File: src/rtl/e_operand_stage.sv
// D->E pipeline register with M/W operand forwarding.
// Generates load-use stalls and drives ALU operands.
module e_operand_stage (
  input  logic        clk,
  input  logic        rst_n,
  input  logic        d_valid,
  input  logic [4:0]  d_rs,
  input  logic [4:0]  d_rt,
  input  logic [4:0]  d_dst,
  input  logic [31:0] d_rs_val,
  input  logic [31:0] d_rt_val,
  input  logic [15:0] d_imm,
  input  logic        d_use_imm,
  input  logic        d_imm_zext,
  input  logic [5:0]  d_alufunc,
  input  logic        d_regwrite,
  input  logic        d_memread,
  input  logic        x_stall,
  input  logic        e_flush,
  input  logic        m_regwrite,
  input  logic [4:0]  m_dst,
  input  logic [31:0] m_valE,
  input  logic        w_regwrite,
  input  logic [4:0]  w_dst,
  input  logic [31:0] w_val,
  output logic [31:0] e_aluA,
  output logic [31:0] e_aluB,
  output logic [5:0]  e_alufunc,
  output logic [31:0] e_rt_fwd,
  output logic [4:0]  e_dst,
  output logic        e_valid,
  output logic        e_regwrite,
  output logic        e_memread,
  output logic        d_stall
);

  typedef struct packed {
    logic        valid;
    logic [4:0]  rs;
    logic [4:0]  rt;
    logic [4:0]  dst;
    logic [31:0] rs_val;
    logic [31:0] rt_val;
    logic [31:0] ext_imm;
    logic        use_imm;
    logic [5:0]  alufunc;
    logic        regwrite;
    logic        memread;
  } e_reg_t;

  localparam logic [5:0] FUNC_ADD = 6'b100000;

  e_reg_t e_q;
  e_reg_t bubble;
  e_reg_t cap;

  logic load_use;
  logic [31:0] fwd_rs;
  logic [31:0] fwd_rt;

  // Bubble value and the decoded D slot with W bypass applied
  always_comb begin
    bubble         = '0;
    bubble.alufunc = FUNC_ADD;

    cap          = '0;
    cap.valid    = 1'b1;
    cap.rs       = d_rs;
    cap.rt       = d_rt;
    cap.dst      = d_dst;
    cap.use_imm  = d_use_imm;
    cap.alufunc  = d_alufunc;
    cap.regwrite = d_regwrite;
    cap.memread  = d_memread;
    cap.ext_imm  = d_imm_zext ? {16'b0, d_imm}
                              : {{16{d_imm[15]}}, d_imm};
    cap.rs_val   = d_rs_val;
    cap.rt_val   = d_rt_val;
    if (w_regwrite && w_dst != 5'd0 && w_dst == d_rs)
      cap.rs_val = w_val;
    if (w_regwrite && w_dst != 5'd0 && w_dst == d_rt)
      cap.rt_val = w_val;
  end

  // Independent M-over-W forwarding for rs and rt
  always_comb begin
    fwd_rs = e_q.rs_val;
    if (m_regwrite && m_dst != 5'd0 && m_dst == e_q.rs)
      fwd_rs = m_valE;
    else if (w_regwrite && w_dst != 5'd0 && w_dst == e_q.rs)
      fwd_rs = w_val;

    fwd_rt = e_q.rt_val;
    if (m_regwrite && m_dst != 5'd0 && m_dst == e_q.rt)
      fwd_rt = m_valE;
    else if (w_regwrite && w_dst != 5'd0 && w_dst == e_q.rt)
      fwd_rt = w_val;
  end

  // Load-use detection; rt compare is always made
  always_comb begin
    load_use = e_q.valid && e_q.memread &&
               e_q.dst != 5'd0 && d_valid &&
               (d_rs == e_q.dst || d_rt == e_q.dst);
    d_stall  = x_stall || (load_use && !e_flush);
  end

  // E register: reset, freeze, flush/load-use bubble, capture
  always_ff @(posedge clk) begin
    if (!rst_n)
      e_q <= bubble;
    else if (x_stall)
      e_q <= e_q;
    else if (e_flush || load_use)
      e_q <= bubble;
    else if (d_valid)
      e_q <= cap;
    else
      e_q <= bubble;
  end

  assign e_aluB     = fwd_rs;
  assign e_aluA     = e_q.use_imm ? e_q.ext_imm : fwd_rt;
  assign e_rt_fwd   = fwd_rt;
  assign e_alufunc  = e_q.alufunc;
  assign e_dst      = e_q.dst;
  assign e_valid    = e_q.valid;
  assign e_regwrite = e_q.regwrite;
  assign e_memread  = e_q.memread;

endmodule

File: config.mk
export PLATFORM = sky130hd
export DESIGN_NAME = e_operand_stage
export DESIGN_NICKNAME = d
export VERILOG_FILES = /design/src/rtl/e_operand_stage.sv
export SDC_FILE = /design/constraint.sdc
export NUM_CORES = 1
export LEC_CHECK = 0
export CORE_MARGIN = 10
export CORE_UTILIZATION = 55
export CTS_CLUSTER_DIAMETER = 150
export DETAILED_ROUTE_END_ITERATION = 8
export DONT_BUFFER_PORTS = 1
export PLACE_DENSITY = 0.82
export SETUP_SLACK_MARGIN = 0.3
export SKIP_CTS_REPAIR_TIMING = 1
export SLEW_MARGIN = 20
export SYNTH_ARGS = -nofsm -noshare
export SYNTH_HDL_FRONTEND = slang
export SYNTH_SLANG_ARGS = --single-unit
File: constraint.sdc
create_clock -name clk -period 4.7 [get_ports clk]
set_clock_uncertainty 0.1 [all_clocks]
set_input_delay 1.175 -clock clk [delete_from_list [all_inputs] [get_ports clk]]
set_output_delay 1.175 -clock clk [all_outputs]
set_load 0.05 [all_outputs]
==> out/qor.yml, run 1 <==
outcome: "completed"
syn_area_um2: 6990
synth.top_cell.area_share_pct: 30.4
hold_viol: 0
synth_ff_type: "dfxtp_1"
cts.htree.levels: 3
antenna_found_initial: 0
die_h_um: 133
insertion_delay_ns: 0.35
area_delta_synth_final_pct: 29.9
core_area_um2: 12500
layout_min_cycle_time_ns: 4.41
drt_wl_total_mm: 28.4
cts_inserted_buffers: 9
rsz0062_at_grt: "true"
r2r_slack_ns: 2.23
required_ns: 3.42
drt_iter0_markers: 850
clockBufferDepth: 2
slew_viol_final: 0
netlist-cell-type-count: 40
post_dp_cell_area_um2: 8690
yosysMostFrequentCell: "nand3_1"
fin_area_um2: 9070
min_path_type: "reg2reg"
p_per_area_nw_per_um2: 247
static-leakage-power_nw: 2.99
end_kind: "primary output"
drt_pass1_iterations: 7
num_io_pins: 297
r2r-end: "e_q[84]$_SDFFE_PN0N_"
ir_worst_vdd_mv: 0.150
diodes: 0
grt_pass1_wl_mm: 42.7
critPathKind: "in2out"
gp_congestion: 0.969
slew_headroom_pct: 39.9
std_cell_rows: 41
wire_per_inst_um: 27.3
worstHoldEndpoint: "e_q[51]$_SDFFE_PN0N_"
yosys-top-cells-count: "128 x nand3_1, 106 x dfxtp_1, 96 x mux2i_1, 85 x o21ai_0"
cts.sinks: 106
yosys_warnings: 0
reg2reg_from: "e_dst[0]$_SDFFE_PN0N_"
tightestPinTransition_ns: 0.898
layout.nets: 1052
fin_crit_sh_pct: 93.8
routed_via_density: 6.89
max_cap_viol_count: 0
drive_above_1_share_pct: 27.4
syn_avg_cell_area_um2: 8.17
crit_arrival_ns: 3.13
synthTopCellsByArea: "dfxtp_1 30%, mux2i_1 14%, nand3_1 9.2%"
path_clk_slew_ns: 0.07
path_max_fanout: 16
port_buffers: 0
grt.overflow.total: 0
hold_start: "e_q[51]$_SDFFE_PN0N_"
ant_nets: 0
grt_usage_pct: 30.0
setup_tns_ns: 0
synth-seq-cells: 106
syn_inst: 855
async_reset_ff_share_pct: 0
dieArea_um2: 17600
drc: 0
synth_edf_count: 0
dp_hpwl_mm: 20.5
clockRootBuffer: "clkbuf_16"
dieWidth_um: 133
setup_viol: 0
worst_setup_path_start_kind: "primary input"
cts_tree: "yes"
r2r_cells: 6
vias: 7189
syn-num-nets: 1041
holdPathStages: 2
yosysTopAreaCell: "dfxtp_1"
fmax_mhz: 227
grt_pass1_vias: 6990
ys_seq_area_share_pct: 30.4
grt_max_degree: 147
start_util_pct: 55.8
-- worst max-delay path by stage --
stage                     slack, ns  depth (start not counted)     start         end
after global routing           0.27                          7  w_dst[1]  e_aluA[11]
after detailed placement       0.24                          6  w_dst[1]  e_aluA[31]
final                          0.29                          7  w_dst[1]  e_aluA[11]
after floorplan                0.10                          7  w_dst[4]  e_aluA[11]
after CTS                      0.22                          6  w_dst[1]  e_aluA[31]
after global placement         0.30                          6  w_dst[1]  e_aluA[31]
-- cell families (layout without fill, tap and decap cells) --
family / Yosys count / in the layout / synth area share [%]
AOI/OAI and AO/OA: 210 / 212 / 20.7
xor gates and xnor gates: 40 / 40 / 5.02
buffers and inverters: 103 / 117 / 7.72
DFF: 106 / 106 / 30.4
muxes: 112 / 112 / 16.3
and+or+nand+nor: 284 / 284 / 19.9
-- placed cells by master, fill, tap and decap left out, types with 11 or more instances in the layout --
| master | Yosys | routed |
|---|---|---|
| nor2_1 | 33 | 22 |
| o31ai_1 | 77 | 64 |
| and3_1 | 16 | 16 |
| mux2i_1 | 96 | 96 |
| mux2_4 | 0 | 13 |
| xor2_1 | 11 | 11 |
| a211oi_2 | 14 | 16 |
| o31ai_4 | 0 | 16 |
| a31oi_4 | 0 | 16 |
| nor2_2 | 0 | 11 |
| buf_4 | 18 | 50 |
| nor4_1 | 16 | 16 |
| o21ai_0 | 85 | 52 |
| xnor2_1 | 29 | 27 |
| nand2_1 | 77 | 76 |
| buf_12 | 0 | 48 |
| nand3_1 | 128 | 128 |
| dfxtp_1 | 106 | 105 |
| o21ai_2 | 1 | 30 |
-- where the power goes --
| group | switching (mW) | internal, mW |
|---|---|---|
| clock network | 0.356 | 0.449 |
| registers | 0.0289 | 0.920 |
| logic | 0.298 | 0.186 |
-- cell type report --
class / instances / area (µm²)
clock inverters: 4 / 57.6
clock buffers: 12 / 256
inverters: 2 / 7.51
multi-input cells: 648 / 5070
well taps: 172 / 215
fillers: 956 / 3440
flip-flops and latches: 106 / 2120
repair buffers: 99 / 1350
-- per-layer routing --
metal	share of wire (%)	track usage [%]	up-vias
li1	-	-	3169
met3	11	9.69	83
met4	4.3	13.1	0
met2	48	50.3	468
met1	37	34.2	3469
met5	0	0	-
-- flip-flops by register name, summed over array words and instances (netlist names) --
register,flops
e_dst,5
e_valid,1
e_regwrite,1
e_memread,1
e_q,92
e_alufunc,6
-- per-stage QoR --
stage / instances / hold WS [ns] / setup WS, ns / total power [mW] / util [%]
6_report: 1043 / 0.381 / 0.293 / 2.24 / 72.5
5_1_grt: 1043 / 0.406 / 0.266 / 2.30 / 72.5
4_1_cts: 1041 / 0.383 / 0.220 / 2.24 / 72.0
3_5_place_dp: 1025 / 0.368 / 0.237 / 1.45 / 69.4
3_3_place_gp: 1025 / 0.361 / 0.299 / 1.43 / 69.4
2_1_floorplan: 855 / 0.348 / 0.105 / 1.33 / -
-- critical path, cell delays in order --
cell      delay [ns]
or4_4           0.59
o2111a_2        0.38
buf_4           0.23
nand3_1         0.14
a31oi_4         0.10
mux2_1          0.35
buf_12          0.16
No activity file was read; power rests on OpenSTA's default activity.
==> run 2: changes to the inputs <==
RECOVER_POWER = 50   (was default)
==> run 2 against run 1 <==
The run now ends with max-capacitance violations, max-slew violations left. Flip-flop and latch count stayed put. Count of clock-buffer cells in the layout stayed put. Utilization fell by 0.12 points. First-iteration DRC count decreased by 2.6%. Combinational power barely moved. Sequential power about the same. Register-to-register slack lost 1.3 ns. Largest power group unchanged.
==> out/qor.yml, run 2 (synthesis gave the netlist of run 1 again) <==
p_per_area_nw_per_um2: 247  # about the same
outcome: "finished, violations left"
static-leakage-power_nw: 2.98  # -0.22%
startpoint: "w_dst[1]"
fillers: 958  # +0.21%
crit_end: "e_aluA[11]"
p_sw_share_pct: 30.5  # about the same
grt.overflow.total: 0  # unchanged
dieWidth_um: 133  # unchanged
p_sw_mw: 0.682  # -0.12%
final_common_cell: "nand3_1"
min_path_type: "reg2reg"
clockBufferDepth: 2  # unchanged
dieArea_um2: 17600  # unchanged
path_clk_slew_ns: 0.07  # about the same
max_cap_viol_count: 1  # +1
hold_viol: 0  # unchanged
cts_tree: "yes"
drc: 0  # unchanged
rsz0062_at_grt: "true"
slew_headroom_pct: -49.2  # -89 points
ir_worst_vdd_mv: 0.149  # -0.19%
start_util_pct: 55.8  # unchanged
routed_via_density: 6.88  # -0.19%
cts.sinks: 106  # unchanged
insertion_delay_ns: 0.35  # about the same
critPathKind: "in2out"
wire_per_inst_um: 27.2  # -0.24%
drt_pass1_iterations: 7  # unchanged
gp_congestion: 0.969  # unchanged
drt_wl_total_mm: 28.4  # -0.24%
failed_checks: "max-capacitance violations, max-slew violations"
drt_iter0_markers: 828  # -2.6%
grt_max_degree: 147  # unchanged
pwr-share-comb_pct: 21.6  # about the same
r2r-end: "e_alufunc[3]$_SDFFE_PN0N_"
reg2reg_from: "e_dst[0]$_SDFFE_PN0N_"
layout_common_cells: "128 x nand3_1, 105 x dfxtp_1, 96 x mux2i_1"
clkPwrFrac_pct: 35.9  # about the same
grt_usage_pct: 30.0  # unchanged
layout_min_cycle_time_ns: 4.41  # +0.00274 ns
hold_start: "e_q[51]$_SDFFE_PN0N_"
dp_hpwl_mm: 20.5  # unchanged
intPower_mw: 1.55  # about the same
p_seq_share_pct: 42.4  # about the same
worst_setup_path_start_kind: "primary input"
clockRootBuffer: "clkbuf_16"
r2r_cells: 6  # unchanged
grt_pass1_vias: 6990  # unchanged
r2r_slack_ns: 0.91  # -1.32 ns
cts_inserted_buffers: 9  # unchanged
finalPower_mw: 2.24  # about the same
tightestPinTransition_ns: 2.24  # +1.34 ns
layout.nets: 1052  # unchanged
drive_above_1_share_pct: 27.4  # unchanged
antenna_found_initial: 0  # unchanged
die_h_um: 133  # unchanged
fin_area_um2: 9060  # -0.17%
cts.htree.levels: 3  # unchanged
area_delta_synth_final_pct: 29.7
setup_tns_ns: 0  # unchanged
end_kind: "primary output"
setup_viol: 0  # unchanged
largest_reg_flops: 92  # unchanged
path_max_fanout: 16  # unchanged
std_cell_rows: 41  # unchanged
required_ns: 3.42  # about the same
vias: 7175  # -0.19%
crit_arrival_ns: 3.14  # about the same
slew_viol_final: 107  # +107
fmax_mhz: 227  # about the same
largest_register: "e_q"
grt_pass1_wl_mm: 42.7  # unchanged
diodes: 0  # unchanged
post_dp_cell_area_um2: 8690  # unchanged
fin_crit_sh_pct: 93.8  # about the same
port_buffers: 0  # unchanged
core_area_um2: 12500  # unchanged
num_io_pins: 297  # unchanged
ant_nets: 0  # unchanged
run 2: layer usage:
metal,wire [µm],vias up,global-route usage [%],share of wire [%]
met4,1090,0,13.1,3.8
met2,13700,462,50.3,48
met5,0,-,0,0
met1,10400,3477,34.2,37
li1,-,3169,-,-
met3,3180,67,9.69,11
run 2: how the worst min path moves through the flow:
| stage | to | slack, ns | cells after the start |
|---|---|---|---|
| after floorplan | e_q[10]$_SDFFE_PN0N_ | 0.35 | 2 |
| after global placement | e_q[51]$_SDFFE_PN0N_ | 0.36 | 2 |
| after detailed placement | e_q[51]$_SDFFE_PN0N_ | 0.37 | 2 |
| after CTS | e_q[51]$_SDFFE_PN0N_ | 0.38 | 2 |
| after global routing | e_q[99]$_SDFFE_PN0N_ | 0.41 | 2 |
| final | e_q[51]$_SDFFE_PN0N_ | 0.38 | 2 |
run 2: per-stage QoR:
stage	util [%]	setup slack, ns	hold WS (ns)	std cells
global route	72.4	0.266	0.406	1043
finish	72.4	0.290	0.382	1043
CTS	72.0	0.220	0.383	1041
detailed placement	69.4	0.237	0.368	1025
global placement	69.4	0.299	0.361	1025
floorplan	-	0.105	0.348	855
run 2: power groups by stage:
stage | combinational, mW | sequential (mW) | clock, mW
floorplan | 0.372 | 0.955 | 0
global placement | 0.463 | 0.968 | 0
detailed placement | 0.476 | 0.970 | 0
CTS | 0.478 | 0.949 | 0.811
global route | 0.503 | 0.952 | 0.842
finish | 0.484 | 0.949 | 0.803
run 2: layout make-up:
cell class,count,area [µm²],area share [%]
Tap cell,172,215,2.38
Inverter,2,7.51,0.0829
Sequential cell,106,2120,23.4
Timing Repair Buffer,99,1330,14.7
Multi-Input combinational cell,648,5070,55.9
Clock inverter,4,57.6,0.635
Clock buffer,12,256,2.83
run 2: critical path, stage by stage:
cell	delay, ns
or4_4	0.60
o2111a_2	0.38
buf_4	0.23
nand3_1	0.14
a31oi_4	0.10
mux2_1	0.35
buf_12	0.16
==> run 3: changes to the inputs <==
ABC_CLOCK_PERIOD_IN_PS = 5100   (was default)
REMOVE_ABC_BUFFERS = 1   (was default)
clock period = 5.1 ns   (was 4.7 ns; I/O delays follow)
==> run 3 against run 2 <==
The flow still finishes with violations (max-capacitance violations, max-slew violations). Register-to-register slack better by 0.04 ns. Hold slack better by 0.0018 ns. Worst setup slack better by 0.047 ns. Critical endpoint is now e_aluA[16]. First-iteration DRC count down 14%. Die area unchanged. Sequential share of layout area up 3.6 points. Utilization down 9.5 points. Design area down 13%.
==> out/qor.yml, run 3 (synthesis gave the netlist of run 1 again) <==
final_common_cell: "nand3_1"
port_buffers: 0  # unchanged
outcome: "finished, violations left"
vias: 6813  # -5.0%
cp_slowest_cell: "o2111a_2"
path_max_fanout: 33  # +17
dieArea_um2: 17600  # unchanged
grt_max_degree: 147  # unchanged
p_sw_share_pct: 29.9  # -0.65 points
fin_crit_sh_pct: 93.4
p_per_area_nw_per_um2: 246  # -0.45%
dieWidth_um: 133  # unchanged
ir_worst_vdd_mv: 0.186  # +25%
post-place-ws_ns: 0.345  # +0.108 ns
path_clk_slew_ns: 0.06  # about the same
gp_congestion: 0.830  # -14%
fillers: 1082  # +13%
setup_viol: 0  # unchanged
cts_inserted_buffers: 9  # unchanged
drt_iter0_markers: 710  # -14%
setup_tns_ns: 0  # unchanged
finalPower_mw: 1.93  # -14%
r2r_slack_ns: 0.95  # +0.04 ns
fin_cells: 1047  # +0.38%
start_util_pct: 55.8  # unchanged
grt_pass1_vias: 6819  # -2.4%
end_kind: "primary output"
insertion_delay_ns: 0.35  # about the same
std_cell_rows: 41  # unchanged
failed_checks: "max-capacitance violations, max-slew violations"
grt_pass1_wl_mm: 38.5  # -9.8%
cts_tree: "yes"
fmax_mhz: 210
tightestPinTransition_ns: 1.70  # -0.543 ns
path_buf_inv: 1  # -1
core_area_um2: 12500  # unchanged
post_dp_cell_area_um2: 7570  # -13%
critPathTopFamily: "compound AO/OA/AOI/OAI gates"
drt_wl_total_mm: 24.9  # -12%
drc: 0  # unchanged
clockBufferDepth: 2  # unchanged
layout_common_cells: "128 x nand3_1, 105 x dfxtp_1, 102 x buf_4"
clockRootBuffer: "clkbuf_16"
area_delta_synth_final_pct: 12.6
crit_arrival_ns: 3.39  # +0.25 ns
worst_path_largest_cell_delay_ns: 0.56  # -0.04 ns
static-leakage-power_nw: 2.73  # -8.5%
pwr-share-comb_pct: 19.0  # -2.6 points
slew_viol_final: 51  # -52%
num_io_pins: 297  # unchanged
cts.htree.levels: 3  # unchanged
wire_per_inst_um: 23.7  # -13%
largest_reg_flops: 92  # unchanged
rsz0062_at_grt: "true"
max_cap_viol_count: 1  # unchanged
die_h_um: 133  # unchanged
cts.sinks: 106  # unchanged
cp_cell_sequence: "or4_4, o2111a_2, and3_1, a211oi_1, o31ai_2, buf_4"
layout.nets: 1056  # +0.38%
dp.cells: 1031  # +0.59%
critPathKind: "in2out"
dp_hpwl_mm: 17.7  # -14%
drt_pass1_iterations: 5  # -2
routed_via_density: 6.51  # -5.4%
clkPwrFrac_pct: 35.9  # about the same
required_ns: 3.72  # +0.30 ns
largest_register: "e_q"
fin_area_um2: 7870  # -13%
fin_ws_ns: 0.337  # +0.0471 ns
ant_nets: 0  # unchanged
antenna_found_initial: 0  # unchanged
intPower_mw: 1.36  # -13%
layout_min_cycle_time_ns: 4.76
p_seq_share_pct: 45.1  # +2.7 points
drive_above_1_share_pct: 19.9  # -7.5 points
worst_setup_path_start_kind: "primary input"
hold_viol: 0  # unchanged
p_sw_mw: 0.577  # -15%
grt_usage_pct: 26.6  # -3.4 points
slew_headroom_pct: -13.0  # +36 points
min_path_type: "reg2reg"
grt.overflow.total: 0  # unchanged
## run 3: cell count changes in the layout (fill, tap and decap cells not counted), moves of 3 or more
cell,delta
buf_4,+52
o21ai_1,+29
o31ai_2,+16
o21ai_2,-29
mux2_4,-13
a31oi_4,-16
mux2_1,+3
o31ai_4,-16
a31oi_1,+16
mux2_2,+10
nor2_1,+11
buf_12,-47
nor2_2,-11
## run 3: power by group through the flow
stage / Sequential (mW) / Combinational [mW] / Clock, mW
CTS: 0.873 / 0.366 / 0.705
global route: 0.875 / 0.388 / 0.732
global placement: 0.891 / 0.360 / 0
floorplan: 0.889 / 0.259 / 0
detailed placement: 0.892 / 0.366 / 0
finish: 0.873 / 0.367 / 0.694
## run 3: worst min-delay path, stage by stage, from the launching register on
cell and delay, ns:
dfxtp_1 0.33, nand3_1 0.07, o21ai_0 0.06
## run 3: area by class of cell
class                           count  area [µm²]  share of cell area, %
Clock inverter                      3        40.0                  0.509
Sequential cell                   106        2120                   27.0
Antenna cell                        1        2.50                 0.0318
Timing Repair Buffer              105         786                   9.99
Multi-Input combinational cell    646        4450                   56.5
Inverter                            2        7.51                 0.0954
Tap cell                          172         215                   2.74
Clock buffer                       12         246                   3.13
## run 3: stage by stage
stage               hold WS [ns]  util (%)
floorplan                  0.347         -
global route               0.407      62.8
detailed placement         0.364      60.5
global placement           0.359      60.5
finish                     0.383      62.8
CTS                        0.381      62.8
## run 3: worst paths after layout
kind,depth (start not counted),end,startpoint
setup / recovery,6,e_aluA[16],w_dst[1]
hold / removal,2,e_q[15]$_SDFFE_PN0N_,e_q[15]$_SDFFE_PN0N_
setup reg to reg,6,e_q[23]$_SDFFE_PN0N_,e_dst[3]$_SDFFE_PN0N_
hold reg to reg,2,e_q[15]$_SDFFE_PN0N_,e_q[15]$_SDFFE_PN0N_
## run 3: per-layer routing
metal  up-vias  part of all wire, %  GRT usage [%]
li1       3164                    -              -
met1      3200                   38           30.8
met2       412                   48           44.7
met3        37                   12           8.93
met4         0                  2.0           9.17
met5         -                    0              0
